File: src/rtl/regfile_wb_sched.sv
// ---------------------------------------------------------------------------
// regfile_wb_sched
//
// Write-back scheduler and busy scoreboard for the 8 x 16-bit register file.
// The register file has one write port. NUM_REQ write-back sources share it
// through valid/ready handshakes. The port drives the register file from
// registered outputs, so a granted write commits one cycle after its grant.
// An 8-bit busy scoreboard tracks outstanding destination writes. The issue
// stage uses it to detect RAW hazards and to stall on WAW.
//
// Parameters:
//   NUM_REQ  number of write-back requesters (2..4)
//   DATA_W   write data width; must match the register file
//   ADDR_W   register address width (8 registers)
//
// Ports:
//   CLK             rising-edge clock
//   Reset           synchronous active-low reset
//   Req_valid       per-requester write pending
//   Req_addr        per-requester destination, slice i at [ADDR_W*i +: ADDR_W]
//   Req_data        per-requester data, slice i at [DATA_W*i +: DATA_W]
//   Req_ready       one-hot combinational grant
//   Mark_valid      issue stage reserves Mark_addr
//   Mark_addr       register being reserved
//   Mark_ready      reservation accepted (register not busy)
//   Src1/2_addr     source operands of the instruction in issue
//   Src1/2_used     operand is actually read
//   Hazard          a used source operand is busy
//   Busy            scoreboard; bit r set while a write to r is outstanding
//   Reg_Write       register file write enable (registered)
//   Reg_address3    register file write address (registered)
//   Reg_input_data  register file write data (registered)
//
// Build option:
//   WB_SCHED_FIXED_PRIO_EN  when defined, the lowest index always wins and
//                           the round-robin pointer is removed. The default
//                           build arbitrates round-robin.
// ---------------------------------------------------------------------------
module regfile_wb_sched #(
   parameter int NUM_REQ = 2,
   parameter int DATA_W  = 16,
   parameter int ADDR_W  = 3
) (
   input  logic                      CLK,
   input  logic                      Reset,
   input  logic [NUM_REQ-1:0]        Req_valid,
   input  logic [ADDR_W*NUM_REQ-1:0] Req_addr,
   input  logic [DATA_W*NUM_REQ-1:0] Req_data,
   output logic [NUM_REQ-1:0]        Req_ready,
   input  logic                      Mark_valid,
   input  logic [ADDR_W-1:0]         Mark_addr,
   output logic                      Mark_ready,
   input  logic [ADDR_W-1:0]         Src1_addr,
   input  logic [ADDR_W-1:0]         Src2_addr,
   input  logic                      Src1_used,
   input  logic                      Src2_used,
   output logic                      Hazard,
   output logic [(1<<ADDR_W)-1:0]    Busy,
   output logic                      Reg_Write,
   output logic [ADDR_W-1:0]         Reg_address3,
   output logic [DATA_W-1:0]         Reg_input_data
);

   localparam int NUM_REGS = 1 << ADDR_W;
   localparam int PTR_W    = (NUM_REQ > 1) ? $clog2(NUM_REQ) : 1;

   logic [NUM_REQ-1:0]  grant;
   logic                xfer;
   logic [ADDR_W-1:0]   grant_addr;
   logic [DATA_W-1:0]   grant_data;
   logic [NUM_REGS-1:0] busy_set;
   logic [NUM_REGS-1:0] busy_clr;
`ifndef WB_SCHED_FIXED_PRIO_EN
   logic [PTR_W-1:0]    grant_idx;
   logic [PTR_W-1:0]    rr_ptr;
`endif

   // Arbiter: walk the requesters starting at the pointer. Under the fixed
   // priority build, the walk starts at index 0. The first valid index wins.
   always_comb begin
      logic [PTR_W-1:0] idx;
      logic             found;
      // NOTE: every combinational output gets a default before any branch,
      // so no path leaves a value unassigned and no latch is inferred.
      grant = '0;
      found = 1'b0;
      idx   = '0;
`ifndef WB_SCHED_FIXED_PRIO_EN
      grant_idx = '0;
`endif
      for (int k = 0; k < NUM_REQ; k++) begin
`ifdef WB_SCHED_FIXED_PRIO_EN
         idx = PTR_W'(k);
`else
         idx = PTR_W'((int'(rr_ptr) + k) % NUM_REQ);
`endif
         if (!found && Req_valid[idx]) begin
            found      = 1'b1;
            grant[idx] = 1'b1;
`ifndef WB_SCHED_FIXED_PRIO_EN
            grant_idx  = idx;
`endif
         end
      end
      // No handshake can complete while reset is held.
      if (!Reset) begin
         grant = '0;
      end
   end

   // The grant is one-hot, so a plain select of the winning slice suffices.
   always_comb begin
      grant_addr = '0;
      grant_data = '0;
      for (int i = 0; i < NUM_REQ; i++) begin
         if (grant[i]) begin
            grant_addr = Req_addr[ADDR_W*i +: ADDR_W];
            grant_data = Req_data[DATA_W*i +: DATA_W];
         end
      end
   end

   assign xfer      = |grant;
   assign Req_ready = grant;

   // No bypass: a register stays busy until the edge where its data is
   // written. A read in the next cycle therefore sees the committed value.
   assign Mark_ready = Reset & ~Busy[Mark_addr];
   assign Hazard     = (Src1_used & Busy[Src1_addr]) | (Src2_used & Busy[Src2_addr]);

   // A set and a clear never hit the same bit at one edge, because
   // Mark_ready is low while the bit is busy.
   always_comb begin
      busy_set = '0;
      busy_clr = '0;
      if (Mark_valid && Mark_ready) begin
         busy_set[Mark_addr] = 1'b1;
      end
      if (Reg_Write) begin
         busy_clr[Reg_address3] = 1'b1;
      end
   end

   // NOTE: state registers use non-blocking assignments, so every flop
   // samples pre-edge values regardless of statement order.
   always_ff @(posedge CLK) begin
      if (!Reset) begin
         Busy           <= '0;
         Reg_Write      <= 1'b0;
         Reg_address3   <= '0;
         Reg_input_data <= '0;
      end else begin
         Busy      <= (Busy & ~busy_clr) | busy_set;
         Reg_Write <= xfer;
         // Address and data hold between writes. Only the enable pulses.
         if (xfer) begin
            Reg_address3   <= grant_addr;
            Reg_input_data <= grant_data;
         end
      end
   end

`ifndef WB_SCHED_FIXED_PRIO_EN
   // The pointer moves one past the winner, so the winner drops to lowest
   // priority on the next arbitration.
   always_ff @(posedge CLK) begin
      if (!Reset) begin
         rr_ptr <= '0;
      end else if (xfer) begin
         rr_ptr <= PTR_W'((int'(grant_idx) + 1) % NUM_REQ);
      end
   end
`endif

endmodule
File: config.mk
export PLATFORM = sky130hd
export DESIGN_NAME = regfile_wb_sched
export DESIGN_NICKNAME = d
export VERILOG_FILES = /design/src/rtl/regfile_wb_sched.sv
export SDC_FILE = /design/constraint.sdc
export NUM_CORES = 1
export LEC_CHECK = 0
export BUFFER_PORTS_ARGS = -buffer_cell sky130_fd_sc_hd__buf_2
export CAP_MARGIN = 20
export CORE_MARGIN = 2
export CORE_UTILIZATION = 44
export CTS_CLUSTER_SIZE = 16
export DETAILED_ROUTE_END_ITERATION = 12
export PLACE_DENSITY = 0.78
export SLEW_MARGIN = 20
export SYNTH_ARGS = -nofsm -noshare
export SYNTH_HDL_FRONTEND = slang
export SYNTH_SLANG_ARGS = --single-unit
File: constraint.sdc
create_clock -name CLK -period 1.8 [get_ports CLK]
set_input_delay 0.18 -clock CLK [delete_from_list [all_inputs] [get_ports CLK]]
set_output_delay 0.18 -clock CLK [all_outputs]
set_load 0.01 [all_outputs]
# Word-level counts from Yosys, hierarchy flattened

Cells that the tools add are included.

$lt $le $gt $ge: 10
Bitwise gates (word level): 9
$add $sub $neg: 2
Multiplexer cells: 30
Reduce and logical (&&, ||, !) cells: 8

Operators by type and width:

| kind                  | number |
|---|---|
| $mux W16              | 2 |
| $lt A3 B4 Y1 const B  | 4 |
| $mux W8               | 2 |
| $mux W1               | 14 |
| $bmux W1 S3           | 3 |
| $and A8 B8 Y8         | 1 |
| $not A8 Y8            | 1 |
| $or A8 B8 Y8          | 1 |
| $demux W1 S3          | 2 |
| $ge A3 B1 Y1 const B  | 2 |
| $logic_and A1 B1 Y1   | 6 |
| $mux W2               | 3 |
| $mux W3               | 2 |
| $lt A1 B2 Y1 const B  | 2 |
| $and A1 B1 Y1         | 3 |
| $add A1 B1 Y1 const B | 2 |
| $demux W1 S1          | 2 |
| $ge A1 B1 Y1 const B  | 2 |
| $or A2 B2 Y2          | 1 |
| $reduce_or A2 Y1      | 1 |
| $logic_not A1 Y1      | 1 |
| $not A1 Y1            | 1 |
| $or A1 B1 Y1          | 1 |

Input bits: 54
Output and inout port bits: 32
Word-level logic and storage cells: 64
Flip-flop bits (word level): 29

# Depth between registers and ports, before layout

Gate-level depths: netlist (run 1).

Depth after elaboration: 10
Mapped depth: 5
Gate-level depth less buffers: 3

# Worst setup path after synthesis (run 1)

OpenSTA, ideal clock, no wires.

Path type: flip-flop to output port
Start: register Busy[3]
End: output port Hazard
Data required time: 1.620 ns
Data arrival time: 1.362 ns
Setup slack: 0.258 ns
Cell stages (with the launch flop): 4
Cell sequence: dfxtp_1 > mux4_1 > mux2_2 > a22o_1

Cells in the longest elaborated chain, start to end: 4
Elaborated cells on any way between the ends: 7
Those cells by class: 4 x mux; 3 x bitwise

RTL lines:

| item                          | line | source |
|---|---|---|
| start, declared               | 58   | `output logic [(1<<ADDR_W)-1:0] Busy,` |
| start signal, assigned        | 153  | `Busy <= (Busy & ~busy_clr) \| busy_set;` |
| $bmux W1 S3                   | 129  | `assign Hazard = (Src1_used & Busy[Src1_addr]) \| (Src2_used & Busy[Src2_addr]);` |
| $mux W1 (not written as such) | 129  |  |
| $and A1 B1 Y1                 | 129  |  |
| $or A1 B1 Y1 *                | 129  |  |
| end, declared                 | 57   | `output logic Hazard,` |

Every way passes the cells marked *; elsewhere a longest branch is shown, timed or not. The select of a mux whose other input is x is not followed.

# Final worst setup path (run 1)

Start: register Busy[7]
End: output port Hazard

The elaborated chain is that of the path after synthesis.

==> results.md, run 1 <==
- Min Hold Slack: ~0.13 ns
- Total global routing overflow: 0
- Total clock sinks: 29
- Setup WS post-layout: -0.1336 ns
- Die Width: about 64 um
- Worst path arrival time: around 1.8 ns
- Crit path kind: reg -> out
- Yosys top cell by area: dfxtp_1
- CTS Root Cell: clkbuf_4
- Cell count after synthesis: around 180
- Post-synth EDFFs: 0
- Vias in the first global route: 1700
- Tcrit/Tclk final: 1.074
- Critical path, cell by cell: mux4_2 -> mux2_4 -> a22o_1 -> buf_2
- Row count: 21
- Max Fclk: between 500 and 600 MHz
- Sequential area share after synthesis: 0.3700
- Antenna cells: 0
- Antenna violations before repair: 0
- Yosys top cell area share: 0.3700
- ANT nets after route: 0
- Failing checks: setup timing
- Clock tree buffer depth: 2
- Crit path max-delay cell type: mux4_2
- RePlAce Congestion: 0.8684
- Largest net degree at the start of global routing: 25
- Required @ worst endpoint: roughly 1.6 ns
- Drt via density: about 5.7
- DIE AREA: 0.004060 mm^2
- Leakage: between 1 and 1.5 nW
- Total track usage: 0.2376
- Worst clock skew: approximately 0.0039 ns
- Layout Area Growth over Synthesis: 38.44%
- Worst vdd ir: 0.3406 mV
- Final Hold Vio Count: 0
- CP endpoint kind: primary output
- Clk Latency, worst-skew pair: ~0.32 ns
- Fin crit period: 1.934 ns
- RSZ-0062 raised after global routing: yes
- Seq cells post-synth: 29
- DP HPWL: between 3 and 4 mm
- Least-Margin Pin Slew: 0.7088 ns
- Layout Nets: between 300 and 400
- # DRC: 0
- Crit path buffers/inverters: 1
- Mapped Area: between 0.0015 and 0.002 mm^2
- Final Setup Violations: 1
- Worst path max stage delay: ~0.48 ns
- Fin util: 0.6408
- PD cells: 668.2 mW/mm^2
- Post-Layout Cell Count: 320
- Post-Place Cells: slightly above 300
- First-pass GRT wire length: about 8 mm
- Starting density of the core: 0.4629
- Critical path's top delay family: multiplexers
- Router iterations before antenna repair: 4
- Place WS: between 0.1 and 0.15 ns
- Syn nets: between 200 and 250
- Port Buf Inserts: 85
- MaxCap Viol Count: 0
- Hold Path Class: in -> reg
- Routed vias: ~1800
- Final WL: 4.734 mm
- Total power: roughly 1.5 mW
- Crit path max fanout: 3
- CTS Buf Count: 5
- Rel. slew slack: 0.5265
- H-tree levels: 2
- CTS clk-pin slew, worst paths: 0.09 ns
- Top-level port count: 86
- Asr flop ratio synth: 0
- Ys flop type: dfxtp_1
- Status: finished with violations
- Top post-synthesis cells by area: dfxtp_1, o31ai_1, a31oi_1
- Filler cells: 302
- Unique masters post-synth: 33
- Syn Area/Cell: 8.574 um^2
- Ys Warns: 0
- CP Launch Type: flip-flop
- Die height: around 64 um
- Routed WL per cell: 14.79 um
- Share of cells above drive strength 1: 0.4489
- Area of the core: 0.003390 mm^2
- Starting DRT DRC Count: 64
- CTS hold repair buffers: 0
- CTS tree: yes
- Max-slew violations: 0
==> metrics by stage <==
stage,cell area (um^2),setup TNS (ns)
finish,2172,-0.1336
global route,2172,-0.1886
CTS,2165,-0.1385
detailed placement,2053,0
global placement,2053,0
floorplan,1569,0
==> layer usage <==
layer | global-route usage | part of all wire | vias up
met4 | 0.07880 | 0.015 | 0
met2 | 0.4092 | 0.49 | 89
met3 | 0.05179 | 0.074 | 10
met5 | 0 | 0 | -
met1 | 0.2924 | 0.42 | 835
li1 | - | - | 895
==> layout by cell type (no fill, tap or decap), drive strengths merged <==
cell	synthesis	final
buf	4	101
dfxtp	29	29
nand3	23	23
o21ai	20	20
o31ai	20	20
a31oi	19	19
nor2	9	9
clkbuf	13	7
o211a	6	6
nand4	5	5
mux4	4	4
nor2b	4	4
inv	3	3
nand2b	3	3
nand2	3	3
mux2i	2	2
mux2	2	2
a21boi	2	2
nor3b	1	1
a311o	1	1
o311ai	1	1
o221ai	1	1
a21oi	1	1
o211ai	1	1
a21bo	1	1
a22o	1	1
clkinv	1	1
or3	1	1
and3	1	1
nor3	1	1
==> Yosys cell counts, types with 3 or more instances <==
library cell  count
dfxtp_1          29
nand3_1          23
o21ai_0          20
o31ai_1          20
a31oi_1          19
clkbuf_1         13
nor2_1            9
o211a_1           6
nand4_1           5
nor2b_1           4
inv_1             3
nand2_1           3
nand2b_1          3
==> cell families (layout without fill, tap and decap cells) <==
logic type      count (synthesis)  count (layout)  synth area share
simple gates                   51              51            0.1659
buf+inv                        21             112           0.05184
compound gates                 74              74            0.3230
mux                             8               8           0.08931
flops                          29              29            0.3700
==> registers in the layout, summed over array words and instances (netlist names), named ones only <==
name	count
Reg_input_data	16
Reg_address3	3
Busy	8
Reg_Write	1
==> timing repair <==
item | 4_1_cts | 5_1_grt
gates cloned | 0 | 0
buffers inserted | 6 | 1
endpoints found under the setup margin | 1 | 1
pin swaps | 1 | 0
resized for setup | 13 | 0
==> power by group <==
part           internal [mW]  leakage, nW  total [mW]  switching [mW]
Combinational          0.158        0.771       0.342           0.183
Clock                  0.184       0.0314       0.393           0.209
Sequential             0.683        0.242       0.717          0.0340
==> area by class of cell <==
cell class / instances / area [um^2] / share of cell area
multi-input combinational: 133 / 903.4 / 0.4159
timing repair buffer: 101 / 545.5 / 0.2512
tap: 46 / 57.56 / 0.02650
clock buffer: 7 / 55.05 / 0.02535
sequential: 29 / 595.6 / 0.2742
inverter: 4 / 15.01 / 0.006912
==> worst min-delay path, delay by kind of cell <==
kind / cells / cell delay [ns]
buffers and inverters: 1 / 0.09
and+or+nand+nor: 1 / 0.07
AOI/OAI and AO/OA: 1 / 0.07
==> final timing paths <==
kind                       from                 end  slack (ns)  cells after the start
max                     Busy[7]              Hazard       -0.13                      4
min                 Req_data[8]   Reg_input_data[8]        0.13                      3
max reg2reg           flip-flop  Reg_input_data[10]        0.27                      4
min reg2reg  Reg_input_data[14]  Reg_input_data[14]        0.49                      2
(Power assumes the default switching activity.)
==> run 2, diff against run 1 <==
==> constraint.sdc (replaced) <==
create_clock -name CLK -period 2.21 [get_ports CLK]
set_input_delay 0.221 -clock CLK [delete_from_list [all_inputs] [get_ports CLK]]
set_output_delay 0.221 -clock CLK [all_outputs]
set_load 0.01 [all_outputs]
==> run 2 against run 1 <==
Against the previous run:
- the flow now finishes without violations
- cell area is 3.6% lower
- sequential share of layout area is 0.30 points higher
- combinational power is 22% lower
- highest routed layer unchanged
==> results.md, run 2 (synthesis results as in run 1) <==
- Critical path's top delay family: multiplexers
- GR Util met3: 0.06607
- Die Width: 63.72 um
- Die height: 63.72 um
- Layout Nets: 320
- Post-route cell area: approximately 0.0021 mm^2
- Crit path max-delay cell type: mux4_1
- R2R setup slack: roughly 0.85 ns
- Crit path buffers/inverters: 1
- CP endpoint kind: primary output
- Port Buf Inserts: between 80 and 90
- Most common cell after layout, fill and taps aside: buf_2
- Most used routing layer: met2
- RePlAce Congestion: approximately 0.87
- Fin Setup TNS: 0 ns
- Routed vias: 1827
- CTS hold repair buffers: 0
- DP HPWL: approximately 3.3 mm
- Largest register FFs: 16
- RSZ-0062 raised after global routing: no
- PD cells: 549.9 mW/mm^2
- Rel. slew slack: 0.6168
- DIE AREA: between 0.004 and 0.005 mm^2
- Row count: 21
- ANT nets after route: 0
- Min Hold Slack: 0.1674 ns
- Hold Path Class: in -> reg
- Worst vdd ir: 0.3517 mV
- Final Setup Violations: 0
- Post-Layout Cell Count: approximately 310
- Final Hold Vio Count: 0
- Post-CTS resize count: 0
- Worst clock skew: 0.01013 ns
- Least-Margin Pin Slew: 0.5724 ns
- Area of the core: around 0.0034 mm^2
- Total clock sinks: 29
- Leakage: 1.005 nW
- Fin crit period: 2.055 ns
- Status: finished clean
- Worst path arrival time: about 1.8 ns
- CTS Root Cell: clkbuf_4
- MaxCap Viol Count: 0
- Top Registers: Reg_input_data (16), Busy (8), Reg_address3 (3)
- GR Util met2: 0.3934
- Met1 Resource Use GR: 0.2667
- CP Launch Type: flip-flop
- Reg with most FFs: Reg_input_data
- Antenna violations before repair: 0
- Crit path max fanout: 6
- CTS clk-pin slew, worst paths: 0.09 ns
- Post-Place Cells: a little over 300
- Most frequent cells in the layout: buf_2, dfxtp_1, nand3_1
- Total track usage: 0.2312
- CTS tree: yes
- Place WS: around 0.49 ns
- Required @ worst endpoint: 1.99 ns
- First-pass GRT wire length: between 7 and 8 mm
- Final WL: 4.611 mm
- # DRC: 0
- Tcrit/Tclk final: 0.9299
- Starting DRT DRC Count: 79
- Layout Area Growth over Synthesis: 33.49%
- Drt via density: 5.837
- Worst path max stage delay: about 0.51 ns
- Top-level port count: 86
- Placed inst area: 0.002046 mm^2
- CTS Buf Count: 5
- Routed WL per cell: around 15 um
- Total global routing overflow: 0
- Router iterations before antenna repair: 4
- Share of cells above drive strength 1: 0.3895
- Number of post-CTS setup repair buffers: 0
- Max-slew violations: 0
- Starting density of the core: 0.4629
- Clk Latency, worst-skew pair: between 0.3 and 0.4 ns
- Critical path, cell by cell: mux4_1 -> mux2_2 -> a22o_1 -> buf_2
- Clock tree buffer depth: 2
- Setup WS post-layout: roughly 0.15 ns
- Max Fclk: between 400 and 500 MHz
- H-tree levels: 2
- Crit path kind: reg -> out
- Vias in the first global route: 1721
- Antenna cells: 0
- Largest net degree at the start of global routing: 29
-- run 2: path summary, 6_finish.rpt --
kind                           from            endpoint  cells past startpoint
hold / removal          Req_addr[0]     Reg_address3[0]                      3
setup reg to reg          flip-flop  Reg_input_data[11]                      4
hold reg to reg   Reg_input_data[7]   Reg_input_data[7]                      2
setup / recovery            Busy[3]              Hazard                      4
-- run 2: area by class of cell --
type	count	area, um^2
Multi-Input combinational cell	133	907.1
Inverter	4	15.01
Sequential cell	29	580.6
Timing Repair Buffer	93	485.5
Fill cell	315	1295
Tap cell	46	57.56
Clock buffer	8	48.80
-- run 2: tightest hold or removal path, delay by kind of cell --
family	cells	cell delay, ns
simple gates	1	0.07
buf+inv	1	0.09
compound gates	1	0.07
-- run 2: stage by stage --
stage	util	power, mW
6_report	0.6179	1.152
5_1_grt	0.6179	1.216
4_1_cts	0.6179	1.161
3_5_place_dp	0.6035	0.8629
3_3_place_gp	0.6035	0.8606
2_1_floorplan	-	0.7370
-- run 2: metal layers --
metal / part of all wire / routed length (um)
met5: 0 / 0
met1: 0.42 / 1927
met3: 0.085 / 390
met2: 0.48 / 2204
met4: 0.019 / 89
-- run 2: power breakdown --
part           switching [mW]  internal [mW]  leakage (nW)  total [mW]
sequential             0.0293          0.557         0.238       0.586
combinational           0.145          0.122         0.740       0.267
clock                   0.172          0.126        0.0265       0.299
total                   0.347          0.805          1.00        1.15
==> run 3, diff against run 2 <==
--- a/config.mk
+++ b/config.mk
@@ -12,6 +12,7 @@
 export CTS_CLUSTER_SIZE = 16
 export DETAILED_ROUTE_END_ITERATION = 12
 export PLACE_DENSITY = 0.78
+export REMOVE_ABC_BUFFERS = 1
 export SLEW_MARGIN = 20
 export SYNTH_ARGS = -nofsm -noshare
 export SYNTH_HDL_FRONTEND = slang
==> run 3 against run 2 <==
Against the previous run:
- register-to-register slack worse by 0.13 ns
- highest routed layer unchanged
- sequential cell count unchanged
- count of clock-buffer cells in the layout down 1
- cell area down 0.42%
- via count down 1.3%
- clock skew down 0.0049 ns
- fmax down 0.24%
- non-clock buffer count down 2
- largest cell class unchanged
- first-iteration DRC count up 120%
- sequential share of layout area up 0.12 points
- power up 1.6%
==> results.md, run 3 (synthesis results as in run 1) <==
- Leakage: approximately 1.0 nW
- CTS clk-pin slew, worst paths: approximately 0.090 ns
- Final WL: between 4 and 5 mm
- Reg-to-Reg End: Reg_input_data[2]
- Die height: approximately 64 um
- CP Launch Type: flip-flop
- Fin crit period: 2.060 ns
- Total global routing overflow: 0
- Total track usage: 0.2458
- Starting DRT DRC Count: 170
- Post-CTS resize count: 0
- Clock tree buffer depth: 2
- Final Setup Violations: 0
- Storage cell area: between 500 and 600 um^2
- CTS Root Cell: clkbuf_4
- Port Buf Inserts: between 80 and 90
- Largest net degree at the start of global routing: 23
- Layout Nets: 318
- # DRC: 0
- Crit path kind: reg -> out
- Rel. slew slack: 0.5352
- Vias in the first global route: approximately 1700
- Clk Latency, worst-skew pair: 0.32 ns
- Number of post-CTS setup repair buffers: 0
- CTS Buf Count: 5
- Worst Setup SP: Busy[2]
- Most frequent cells in the layout: buf_2, dfxtp_1, nand3_1
- Max Fclk: approximately 500 MHz
- Starting density of the core: 0.4629
- Area of the core: 0.003390 mm^2
- Most common cell after layout, fill and taps aside: buf_2
- Least-Margin Pin Slew: around 0.7 ns
- Total clock sinks: 29
- Row count: 21
- Layout Area Growth over Synthesis: 32.93%
- Share of cells above drive strength 1: 0.3902
- DP HPWL: around 3.5 mm
- Antenna cells: 0
- Top Registers: Reg_input_data (16), Busy (8), Reg_address3 (3)
- RSZ-0062 raised after global routing: no
- Drt via density: between 5 and 6
- Worst clock skew: 0.005189 ns
- ANT nets after route: 0
- Area of the multi-input gates: ~910 um^2
- RePlAce Congestion: 0.9369
- Routed vias: approximately 1800
- CTS tree: yes
- Routed WL per cell: roughly 15 um
- Reg with most FFs: Reg_input_data
- Router iterations before antenna repair: 4
- MaxCap Viol Count: 0
- Top-level port count: 86
- Crit path max fanout: 6
- Placed inst area: 0.002031 mm^2
- Status: finished clean
- First-pass GRT wire length: 7.817 mm
- H-tree levels: 2
- Tcrit/Tclk final: 0.9321
- Die Width: between 60 and 70 um
- Filler cells: between 300 and 400
- Worst path arrival time: 1.84 ns
- R2R setup slack: roughly 0.72 ns
- Fin util: 0.6154
- Post-route cell area: between 0.002 and 0.0025 mm^2
- Hold Path Class: in -> reg
- Worst vdd ir: just over 0.3 mV
- CP endpoint kind: primary output
- Largest register FFs: 16
- CTS hold repair buffers: 0
- DIE AREA: roughly 0.0041 mm^2
- Antenna violations before repair: 0
- Reg2reg path depth: 3
- Final Hold Vio Count: 0
- PD cells: roughly 560 mW/mm^2
- Required @ worst endpoint: between 1.5 and 2 ns
- Fin Setup TNS: 0 ns
- Max-slew violations: 0
- Worst Setup EP: Hazard
[run 3: worst min-delay path by stage]
stage	cells past startpoint	start	slack (ns)	end
3_5_place_dp	2	Reg_input_data[11]	0.48	Reg_input_data[11]
4_1_cts	3	Req_data[14]	0.16	Reg_input_data[14]
3_3_place_gp	2	Reg_input_data[5]	0.48	Reg_input_data[5]
6_report	3	Req_data[14]	0.17	Reg_input_data[14]
2_1_floorplan	2	Req_valid[0]	0.34	flip-flop
5_1_grt	3	Req_data[6]	0.16	Reg_input_data[6]
[run 3: layout make-up]
class                           instances  share of cell area
Clock buffer                            7             0.02639
Inverter                                4            0.007199
Multi-Input combinational cell        133              0.4349
Sequential cell                        29              0.2783
Tap cell                               46             0.02759
Timing Repair Buffer                   91              0.2256
[run 3: per-layer routing]
metal	wire length, um	track usage
met5	0	0
met2	2302	0.4263
met1	1919	0.2821
met3	458	0.08750
met4	52	0.07337
[run 3: report_power, final]
group          leakage [nW]  switching (mW)  internal (mW)
registers             0.238          0.0301          0.557
logic                 0.731           0.146          0.119
clock network        0.0314           0.169          0.150
[run 3: metrics by stage]
step	total power, mW	hold slack (ns)	cells	worst slack [ns]
floorplan	0.7170	0.3368	166	0.5932
global placement	0.8576	0.4780	303	0.5031
detailed placement	0.8625	0.4831	303	0.4606
CTS	1.183	0.1568	310	0.1228
global route	1.243	0.1593	310	0.08339
finish	1.171	0.1726	310	0.1500
[run 3: worst max-delay path, stage by stage (launching register included)]
cell,delay [ns]
dfxtp_1,0.37
mux4_1,0.53
mux2_2,0.28
a22o_1,0.22
buf_2,0.13
